<file path="src/rtl/adc_spi_sampler_pkg.sv">
// Shared types and timing helpers for the periodic SPI ADC sampler.
package adc_spi_pkg;

  typedef enum logic [2:0] {
    IDLE     = 3'd0,
    CS_SETUP = 3'd1,
    SHIFT    = 3'd2,
    CS_HOLD  = 3'd3,
    PUBLISH  = 3'd4
  } state_t;

  // Clock edges from the adc_cs_n falling edge to the data_refresh rising edge.
  function automatic int conv_cycles(input int data_w, input int clk_div);
    return clk_div * (2 * data_w + 2);
  endfunction

endpackage

</file>
<file path="src/rtl/adc_spi_sampler_if.sv">
// Mode-0 SPI link between the sampler (master) and the serial ADC (slave).
interface adc_spi_sampler_if;

  logic adc_cs_n;
  logic adc_sclk;
  logic adc_miso;

  modport master (
    output adc_cs_n,
    output adc_sclk,
    input  adc_miso
  );

  modport slave (
    input  adc_cs_n,
    input  adc_sclk,
    output adc_miso
  );

endinterface

</file>
<file path="src/rtl/adc_spi_sampler_tick.sv">
// Free-running period counter; tick marks the start of each sample period.
module sample_tick_gen #(
  parameter int SAMPLE_PERIOD = 100
) (
  input  logic clk,
  input  logic rst_n,
  input  logic enable,
  output logic tick
);

  localparam int CW = (SAMPLE_PERIOD > 1) ? $clog2(SAMPLE_PERIOD) : 1;

  logic [CW-1:0] cnt_q;

  // Held at zero while disabled so the first enabled edge always ticks.
  always_ff @(posedge clk) begin
    if (!rst_n) begin
      cnt_q <= '0;
    end else if (!enable) begin
      cnt_q <= '0;
    end else if (cnt_q == CW'(SAMPLE_PERIOD - 1)) begin
      cnt_q <= '0;
    end else begin
      cnt_q <= cnt_q + CW'(1);
    end
  end

  assign tick = enable && (cnt_q == '0);

endmodule

</file>
<file path="src/rtl/adc_spi_sampler.sv">
// Periodically reads a serial ADC over mode-0 SPI and publishes each word
// on sample with a one-cycle data_refresh strobe for the downstream filter.
module adc_spi_sampler
  import adc_spi_pkg::*;
#(
  parameter int DATA_W        = 16,
  parameter int CLK_DIV       = 2,
  parameter int SAMPLE_PERIOD = 100
) (
  input  logic               clk,
  input  logic               rst_n,
  input  logic               enable,
  adc_spi_sampler_if.master  spi,
  output logic [DATA_W-1:0]  sample,
  output logic               data_refresh,
  output logic               busy,
  output state_t             state
);

  localparam int HW = $clog2(CLK_DIV + 1);
  localparam int BW = (DATA_W > 1) ? $clog2(DATA_W) : 1;

  generate
    if (CLK_DIV < 1) begin : g_bad_div
      $error("adc_spi_sampler: CLK_DIV must be at least 1");
    end
    if (SAMPLE_PERIOD < conv_cycles(DATA_W, CLK_DIV) + CLK_DIV + 1) begin : g_bad_period
      $error("adc_spi_sampler: SAMPLE_PERIOD too short for one conversion");
    end
  endgenerate

  logic tick;

  sample_tick_gen #(
    .SAMPLE_PERIOD(SAMPLE_PERIOD)
  ) u_tick (
    .clk   (clk),
    .rst_n (rst_n),
    .enable(enable),
    .tick  (tick)
  );

  state_t            state_q, state_d;
  logic [HW-1:0]     hcnt_q, hcnt_d;
  logic              phase_q, phase_d;
  logic [BW-1:0]     bit_q, bit_d;
  logic              sclk_q, sclk_d;
  logic              cs_n_q, cs_n_d;
  logic [DATA_W-1:0] shreg_q, shreg_d;
  logic [DATA_W-1:0] sample_q, sample_d;
  logic              refresh_q, refresh_d;
  logic              half_done;

  assign half_done = (hcnt_q == HW'(CLK_DIV - 1));

  always_ff @(posedge clk) begin
    if (!rst_n) begin
      state_q   <= IDLE;
      hcnt_q    <= '0;
      phase_q   <= 1'b0;
      bit_q     <= '0;
      sclk_q    <= 1'b0;
      cs_n_q    <= 1'b1;
      shreg_q   <= '0;
      sample_q  <= '0;
      refresh_q <= 1'b0;
    end else begin
      state_q   <= state_d;
      hcnt_q    <= hcnt_d;
      phase_q   <= phase_d;
      bit_q     <= bit_d;
      sclk_q    <= sclk_d;
      cs_n_q    <= cs_n_d;
      shreg_q   <= shreg_d;
      sample_q  <= sample_d;
      refresh_q <= refresh_d;
    end
  end

  always_comb begin
    state_d   = state_q;
    hcnt_d    = hcnt_q;
    phase_d   = phase_q;
    bit_d     = bit_q;
    sclk_d    = sclk_q;
    cs_n_d    = cs_n_q;
    shreg_d   = shreg_q;
    sample_d  = sample_q;
    refresh_d = 1'b0;

    unique case (state_q)
      IDLE: begin
        if (tick) begin
          state_d = CS_SETUP;
          cs_n_d  = 1'b0;
          hcnt_d  = '0;
        end
      end

      CS_SETUP: begin
        if (half_done) begin
          state_d = SHIFT;
          hcnt_d  = '0;
          phase_d = 1'b0;
          bit_d   = '0;
        end else begin
          hcnt_d = hcnt_q + HW'(1);
        end
      end

      // phase 0 = low half of a bit, phase 1 = high half; MISO is captured
      // on the edge that raises sclk, after a full low half of settling.
      SHIFT: begin
        if (half_done) begin
          hcnt_d = '0;
          if (!phase_q) begin
            phase_d = 1'b1;
            sclk_d  = 1'b1;
            shreg_d = {shreg_q[DATA_W-2:0], spi.adc_miso};
          end else begin
            phase_d = 1'b0;
            sclk_d  = 1'b0;
            if (bit_q == BW'(DATA_W - 1)) begin
              state_d = CS_HOLD;
            end else begin
              bit_d = bit_q + BW'(1);
            end
          end
        end else begin
          hcnt_d = hcnt_q + HW'(1);
        end
      end

      CS_HOLD: begin
        if (half_done) begin
          state_d   = PUBLISH;
          hcnt_d    = '0;
          cs_n_d    = 1'b1;
          sample_d  = shreg_q;
          refresh_d = 1'b1;
        end else begin
          hcnt_d = hcnt_q + HW'(1);
        end
      end

      PUBLISH: begin
        state_d = IDLE;
      end

      default: begin
        state_d = IDLE;
      end
    endcase
  end

  // data_refresh is a strobe, not a handshake: it is high for exactly the one
  // cycle in which sample first carries a new word, and the consumer must take
  // it then; there is no ready/back-pressure path.
  assign spi.adc_cs_n = cs_n_q;
  assign spi.adc_sclk = sclk_q;
  assign sample       = sample_q;
  assign data_refresh = refresh_q;
  assign busy         = (state_q != IDLE);
  assign state        = state_q;

endmodule

</file>
<file path="src/flat_wrapper.sv">
// flat-port wrapper written by rule: the top's interface ports become plain ports
module adc_spi_sampler_flat import adc_spi_pkg::*;
#(
  parameter int DATA_W        = 16,
  parameter int CLK_DIV       = 2,
  parameter int SAMPLE_PERIOD = 100
)
  (clk, rst_n, enable, sample, data_refresh, busy, state, spi_adc_cs_n, spi_adc_sclk, spi_adc_miso);
  adc_spi_sampler_if spi_i ();
  input  logic clk;
  input  logic rst_n;
  input  logic enable;
  output logic [DATA_W-1:0] sample;
  output logic data_refresh;
  output logic busy;
  output state_t state;
  output wire logic [$bits(spi_i.adc_cs_n)-1:0] spi_adc_cs_n;
  output wire logic [$bits(spi_i.adc_sclk)-1:0] spi_adc_sclk;
  input wire logic [$bits(spi_i.adc_miso)-1:0] spi_adc_miso;
  assign spi_adc_cs_n = spi_i.adc_cs_n;
  assign spi_adc_sclk = spi_i.adc_sclk;
  assign spi_i.adc_miso = spi_adc_miso;
  adc_spi_sampler #(.DATA_W(DATA_W), .CLK_DIV(CLK_DIV), .SAMPLE_PERIOD(SAMPLE_PERIOD)) u_core (.clk(clk), .rst_n(rst_n), .enable(enable), .spi(spi_i), .sample(sample), .data_refresh(data_refresh), .busy(busy), .state(state));
endmodule
</file>
<file path="config.mk">
export PLATFORM = sky130hd
export DESIGN_NAME = adc_spi_sampler_flat
export DESIGN_NICKNAME = d
export VERILOG_FILES = /design/src/rtl/adc_spi_sampler_pkg.sv /design/src/rtl/adc_spi_sampler_if.sv /design/src/rtl/adc_spi_sampler_tick.sv /design/src/rtl/adc_spi_sampler.sv /design/src/flat_wrapper.sv
export SDC_FILE = /design/constraint.sdc
export NUM_CORES = 1
export LEC_CHECK = 0
export BUFFER_PORTS_ARGS = -buffer_cell sky130_fd_sc_hd__buf_2
export CAP_MARGIN = 20
export CORE_AREA = 2 2 68 70
export DETAILED_ROUTE_END_ITERATION = 7
export DIE_AREA = 0 0 70 72
export PLACE_DENSITY = 0.73
export SLEW_MARGIN = 25
export SYNTH_ARGS = -nofsm -noshare
export SYNTH_HDL_FRONTEND = slang
export SYNTH_SLANG_ARGS = --single-unit
</file>
<file path="constraint.sdc">
create_clock -name clk -period 1.73 [get_ports clk]
set_input_delay 0.0865 -clock clk [delete_from_list [all_inputs] [get_ports clk]]
set_output_delay 0.0865 -clock clk [all_outputs]
set_load 0.05 [all_outputs]
</file>
==> results of run 1 <==
state kept, by name, summed over array words and instances (netlist names):
name	cells
u_core.bit_q	4
u_core.shreg_q	16
u_core.spi.adc_sclk	1
u_core.state	3
u_core.u_tick.cnt_q	7
u_core.hcnt_q	2
u_core.phase_q	1
u_core.data_refresh	1
u_core.spi.adc_cs_n	1
u_core.sample	16
per-layer routing:
layer	vias up	GRT usage	part of all wire
li1	885	-	-
met2	26	0.286	0.46
met4	0	0.0705	0.017
met1	770	0.224	0.49
met3	6	0.0458	0.033
met5	-	0	0
cells in the mapped netlist, types with 2 or more instances:
library cell  instances  share of area
a21boi_0             26          0.091
a21boi_1              9          0.031
a21oi_1               2         0.0047
a41oi_1               2         0.0081
and2_1                4          0.012
and3_1                2         0.0058
buf_4                 2         0.0070
buf_6                 3          0.016
clkbuf_1              8          0.014
dfxtp_1              52           0.48
ha_1                  3          0.017
inv_1                 5         0.0087
nand2_1              71           0.12
nand2b_1              2         0.0058
nand3_1               8          0.019
nand4_1               3         0.0087
nor2_1               14          0.024
nor2b_1               4          0.012
nor3_1                2         0.0047
nor3b_1               2         0.0070
o21ai_0               7          0.016
xnor2_1               4          0.016
xor2_1                2         0.0081
path summary, 6_finish.rpt:
check | from | slack, ps | endpoint | cells after the start
min reg2reg | u_core.sample[5] | 460 | u_core.sample[5] | 2
max reg2reg | u_core.hcnt_q[0] | 160 | u_core.shreg_q[5] | 6
min | spi_adc_miso | 30 | u_core.shreg_q[0] | 3
max | u_core.hcnt_q[0] | 160 | u_core.shreg_q[5] | 6
power breakdown:
group | switching, W | leakage, nW | internal [W] | total [W]
clock network | 0.000399 | 0.0523 | 0.000370 | 0.000770
registers | 0.0000211 | 0.421 | 0.00121 | 0.00123
logic | 0.000105 | 0.441 | 0.0000632 | 0.000169
total | 0.000526 | 0.915 | 0.00164 | 0.00217
stage by stage:
stage	setup WS (ps)	cell area, um^2
5_1_grt	38.5	2450
6_report	164	2450
4_1_cts	47.3	2450
3_3_place_gp	98.1	2340
2_1_floorplan	30.4	2160
3_5_place_dp	59.2	2340
cells in the final DEF (no fill, tap or decap), types with 5 or more instances in the layout:
cell type   n
nand3_1     8
buf_2      26
dfxtp_1    49
o21ai_0     7
clkbuf_8    5
a21boi_1    9
inv_1       5
nand2_1    71
nor2_1     14
a21boi_0   26
buf_4       7
critical path, delay by kind of cell (launching register included):
family / cells / cell delay [ps]
AO/OA/AOI/OAI: 1 / 140
flip-flops: 1 / 390
buffers and inverters: 2 / 340
AND/OR/NAND/NOR: 3 / 640
cell families after synthesis:
logic type	after synthesis	share of synthesized area
AND/OR/NAND/NOR	118	0.247
AO/OA/AOI/OAI	53	0.180
flip-flops	52	0.484
buffers and inverters	19	0.0471
XOR/XNOR	6	0.0244
adder cells (fa/ha/maj)	3	0.0175
final cells by class:
class                   instances  share of cell area
clock buffers                   6              0.0382
clock inverters                 2             0.00510
inverters                       5             0.00765
multi-input cells             180               0.413
flip-flops and latches         52               0.427
well taps                      52              0.0265
repair buffers                 34              0.0826
==> results_dict.tcl, run 1 <==
set metrics [dict create \
    ant_nets 0 \
    seq_area_frac_synth 0.484 \
    nets 285 \
    fin_cells 331 \
    fillers 407 \
    drt_iter0_markers 82 \
    synth_seq_cells 52 \
    timing.slew.headroom 0.759 \
    drc 0 \
    register_area_um2 1050 \
    synth-async-reset-ratio 0 \
    synth_cell_types 37 \
    n_antenna_cell 0 \
    cts_buffer_depth 2 \
    grt_max_degree 26 \
    final_util 0.575 \
    path_max_fanout 16 \
    cts.sinks 52 \
    cts_resized 0 \
    critPathMaxStageDelay_ps 390 \
    setup_tns_ps 0 \
    ir_worst_vdd_v 0.000582 \
    hold_class "input pin to flop" \
    die_y_um 72 \
    dieWidth_um 70 \
    drv_cap 0 \
    postCtsHoldBufs 0 \
    area_growth_pct 14.1 \
    dp.cells 323 \
    portBuffers 26 \
    worst-slew-pin-transition_ps 362 \
    post_cts_buffers 0 \
    initial_core_util 0.504 \
    wl_per_cell_um 11.6 \
    power_w 0.00217 \
    synth_edf_count 0 \
    final_max_slew_viol_count 0 \
    grt_pass1_wl_mm 7.11 \
    synth_warnings 0 \
    coreArea_um2 4260 \
    leakagePower_nw 0.915 \
    syn_inst 251 \
    status "completed" \
    drt-total-wl_mm 3.86 \
    rows 24 \
    gp_congestion 0.818 \
    vias 1687 \
    cp.arrival_ps 1800 \
    syn-cell-area_um2 2150 \
    clk_latency_ps 300 \
    cts_tree "done" \
    clkSlewWorstSetupHoldPaths_ps 90 \
    h-tree-depth 2 \
    clockRootBuffer "clkbuf_8" \
    drive_gt1_frac 0.176 \
    avgSynthCellArea_um2 8.57 \
    grt_antenna_before_repair 0 \
    fmax_mhz 638 \
    hold_violations 0 \
    io_pins 27 \
    cp_slowest_cell "dfxtp_1" \
    pwr_density_cell_nw_per_um2 884 \
    viasPerCell 5.10 \
    numCtsBuffers 5 \
    syn_nets 258 \
    grt_pass1_vias 1641 \
    dp_hpwl_mm 2.68 \
    rsz0062_at_grt "no" \
    setup_violations 0 \
    grt_overflow 0 \
    die-area_um2 5040 \
    drtPass1Iterations 4 \
    fin_crit_sh 0.905 \
    hold_slack_ps 30.6 \
    required_ps 1960 \
    gr-usage-all-layers 0.175 \
    fin_worst_skew_ps 4.81 \
    multiInputGateArea_um2 1010 \
    start_kind "flop" \
    critPathKind "flop to flop" \
    finalCriticalPeriod_ps 1570 \
    path_cells "or3b_1 -> buf_4 -> nor3_4 -> buf_12 -> nand2_1 -> a21boi_0" \
    synth_top_flop_cell "dfxtp_1" \
    crit_path_end_kind "flop" \
]
No activity file was read; power rests on OpenSTA's default activity.
==> run 2: changes to the inputs <==
Settings changed: CAP_MARGIN 20 to default, CORE_AREA 2 2 68 70 to 2 2 65 67, DIE_AREA 0 0 70 72 to 0 0 67 69, PLACE_DENSITY 0.73 to 0.76.
Clock period 1.73 ns to 1.5 ns, I/O delays scaled along.
==> run 2 against run 1 <==
Effect of this change:
- sequential power up 15%
- global-route usage up 1.0 points
- power up 11%
- sequential share of layout area down 1.3 points
- die area down 8.3%
- worst setup slack worse by 160 ps
==> results_dict.tcl, run 2 (synthesis gave the netlist of run 1 again) <==
set metrics [dict create \
    final_common_cell "nand2_1" \
    crit_start "u_core.state[2]" \
    worst-slew-pin-transition_ps 306 \
    pre_cts_ws_ps 14.2 \
    fmax_mhz 668 \
    rr_endpoint "u_core.sample[5]" \
    grt_pass1_wl_mm 6.67 \
    cp.arrival_ps 1720 \
    hold_slack_ps 22.3 \
    timing.final.ws_setup_ps 2.68 \
    status "completed" \
    crit_path_end_kind "flop" \
    rows 23 \
    fin_crit_sh 0.998 \
    initial_core_util 0.550 \
    die-area_um2 4620 \
    worst_path_dominant_cell_family "simple AND/OR/NAND/NOR gates" \
    drc 0 \
    hold_end "u_core.shreg_q[0]" \
    hold_start "spi_adc_miso" \
    drive_gt1_frac 0.215 \
    clkSlewWorstSetupHoldPaths_ps 90 \
    setup_violations 0 \
    critPathMaxStageDelay_ps 390 \
    layout_common_cells "nand2_1, dfxtp_1, a21boi_1, buf_2, nor2_1" \
    total_switching_power_w 0.000591 \
    clockRootBuffer "clkbuf_8" \
    ant_nets 0 \
    min_path_cells 3 \
    coreArea_um2 3910 \
    vias 1743 \
    post_cts_buffers 0 \
    grt_antenna_before_repair 0 \
    drv_cap 0 \
    fillers 351 \
    drtPass1Iterations 4 \
    wl_per_cell_um 11.9 \
    dieWidth_um 67 \
    critPathKind "flop to flop" \
    portBuffers 26 \
    worst-path-buf-inv 2 \
    path_max_fanout 5 \
    cts.sinks 52 \
    setup_tns_ps 0 \
    final_max_slew_viol_count 0 \
    finalCriticalPeriod_ps 1500 \
    cts_tree "done" \
    hold_violations 0 \
    rrSetupSlack_ps 3 \
    clkPwrFrac 0.315 \
    grt_max_degree 31 \
    leakagePower_nw 0.981 \
    gr-usage-all-layers 0.186 \
    timing.slew.headroom 0.796 \
    postCtsHoldBufs 0 \
    numCtsBuffers 5 \
    r2r-start "u_core.state[2]" \
    ir_worst_vdd_v 0.000612 \
    switching_share 0.246 \
    drt-total-wl_mm 4.03 \
    path_cells "or3b_4 -> buf_4 -> nor2_4 -> buf_6 -> nand2_1 -> a21boi_0" \
    grt_pass1_vias 1531 \
    register_area_um2 1050 \
    io_pins 27 \
    pwr-share-seq 0.590 \
    timing.reg2reg.worst_path_depth 6 \
    area_growth_pct 18.1 \
    dp_hpwl_mm 2.77 \
    gp_congestion 0.795 \
    required_ps 1720 \
    fin_cells 339 \
    hold_class "input pin to flop" \
    clk_latency_ps 300 \
    combPwrFrac 0.095 \
    cts_buffer_depth 2 \
    grt_overflow 0 \
    cp_slowest_cell "or3b_4" \
    multiInputGateArea_um2 1020 \
    die_y_um 69 \
    fin_worst_skew_ps 4.51 \
    intPower_w 0.00181 \
    pwr_density_cell_nw_per_um2 944 \
    dp.cells 330 \
    start_kind "flop" \
    nets 296 \
    rsz0062_at_grt "yes" \
    drt_iter0_markers 106 \
    h-tree-depth 2 \
    viasPerCell 5.14 \
    n_antenna_cell 0 \
]
## run 2: cell types whose count changed in the layout (fill, tap and decap cells not counted), sizes merged
cell	change
buf	+11
inv	+1
clkbuf	-1
clkinvlp	-1
## run 2: area by class of cell
type	count	area share
multi-input combinational	180	0.403
clock inverter	2	0.00443
sequential	52	0.414
clock buffer	5	0.0271
inverter	5	0.00739
timing repair buffer	45	0.120
tap	50	0.0246
## run 2: power groups by stage
stage	sequential (W)	clock (W)	combinational, W
after floorplan	0.00146	0	0.000141
after detailed placement	0.00145	0	0.000217
after CTS	0.00141	0.000789	0.000217
final	0.00141	0.000756	0.000228
after global placement	0.00145	0	0.000214
after global routing	0.00142	0.000834	0.000248
## run 2: worst max-delay path by stage
stage                          to  slack [ps]  cells past startpoint
3_5_place_dp    u_core.sample[13]          10                      6
4_1_cts         u_core.sample[13]          -6                      6
6_report         u_core.sample[5]           3                      6
3_3_place_gp    u_core.shreg_q[8]          50                      6
2_1_floorplan  u_core.shreg_q[10]        -190                      7
5_1_grt         u_core.shreg_q[7]         -60                      6
## run 2: through the flow
stage,power [W],util,area (um^2)
2_1_floorplan,0.00161,-,2160
3_3_place_gp,0.00166,0.616,2410
3_5_place_dp,0.00166,0.616,2410
4_1_cts,0.00242,0.637,2490
5_1_grt,0.00250,0.649,2540
6_report,0.00240,0.649,2540
## run 2: tightest hold or removal path: stages
cell	delay, ps
buf_2	100
nand2_1	50
a21boi_1	50
## run 2: what timing repair did
action / in CTS / in global routing
hold endpoints to repair: 0 / 0
pin swaps: 0 / 1
setup endpoints to repair: 1 / 33
gates resized for setup: 0 / 21
gates cloned: 0 / 2
## run 2: metal layers
layer,global-route usage,vias up,part of all wire
met5,0,-,0
met4,0.0612,0,0.011
met3,0.0555,6,0.040
met2,0.272,34,0.43
met1,0.260,795,0.51
li1,-,908,-
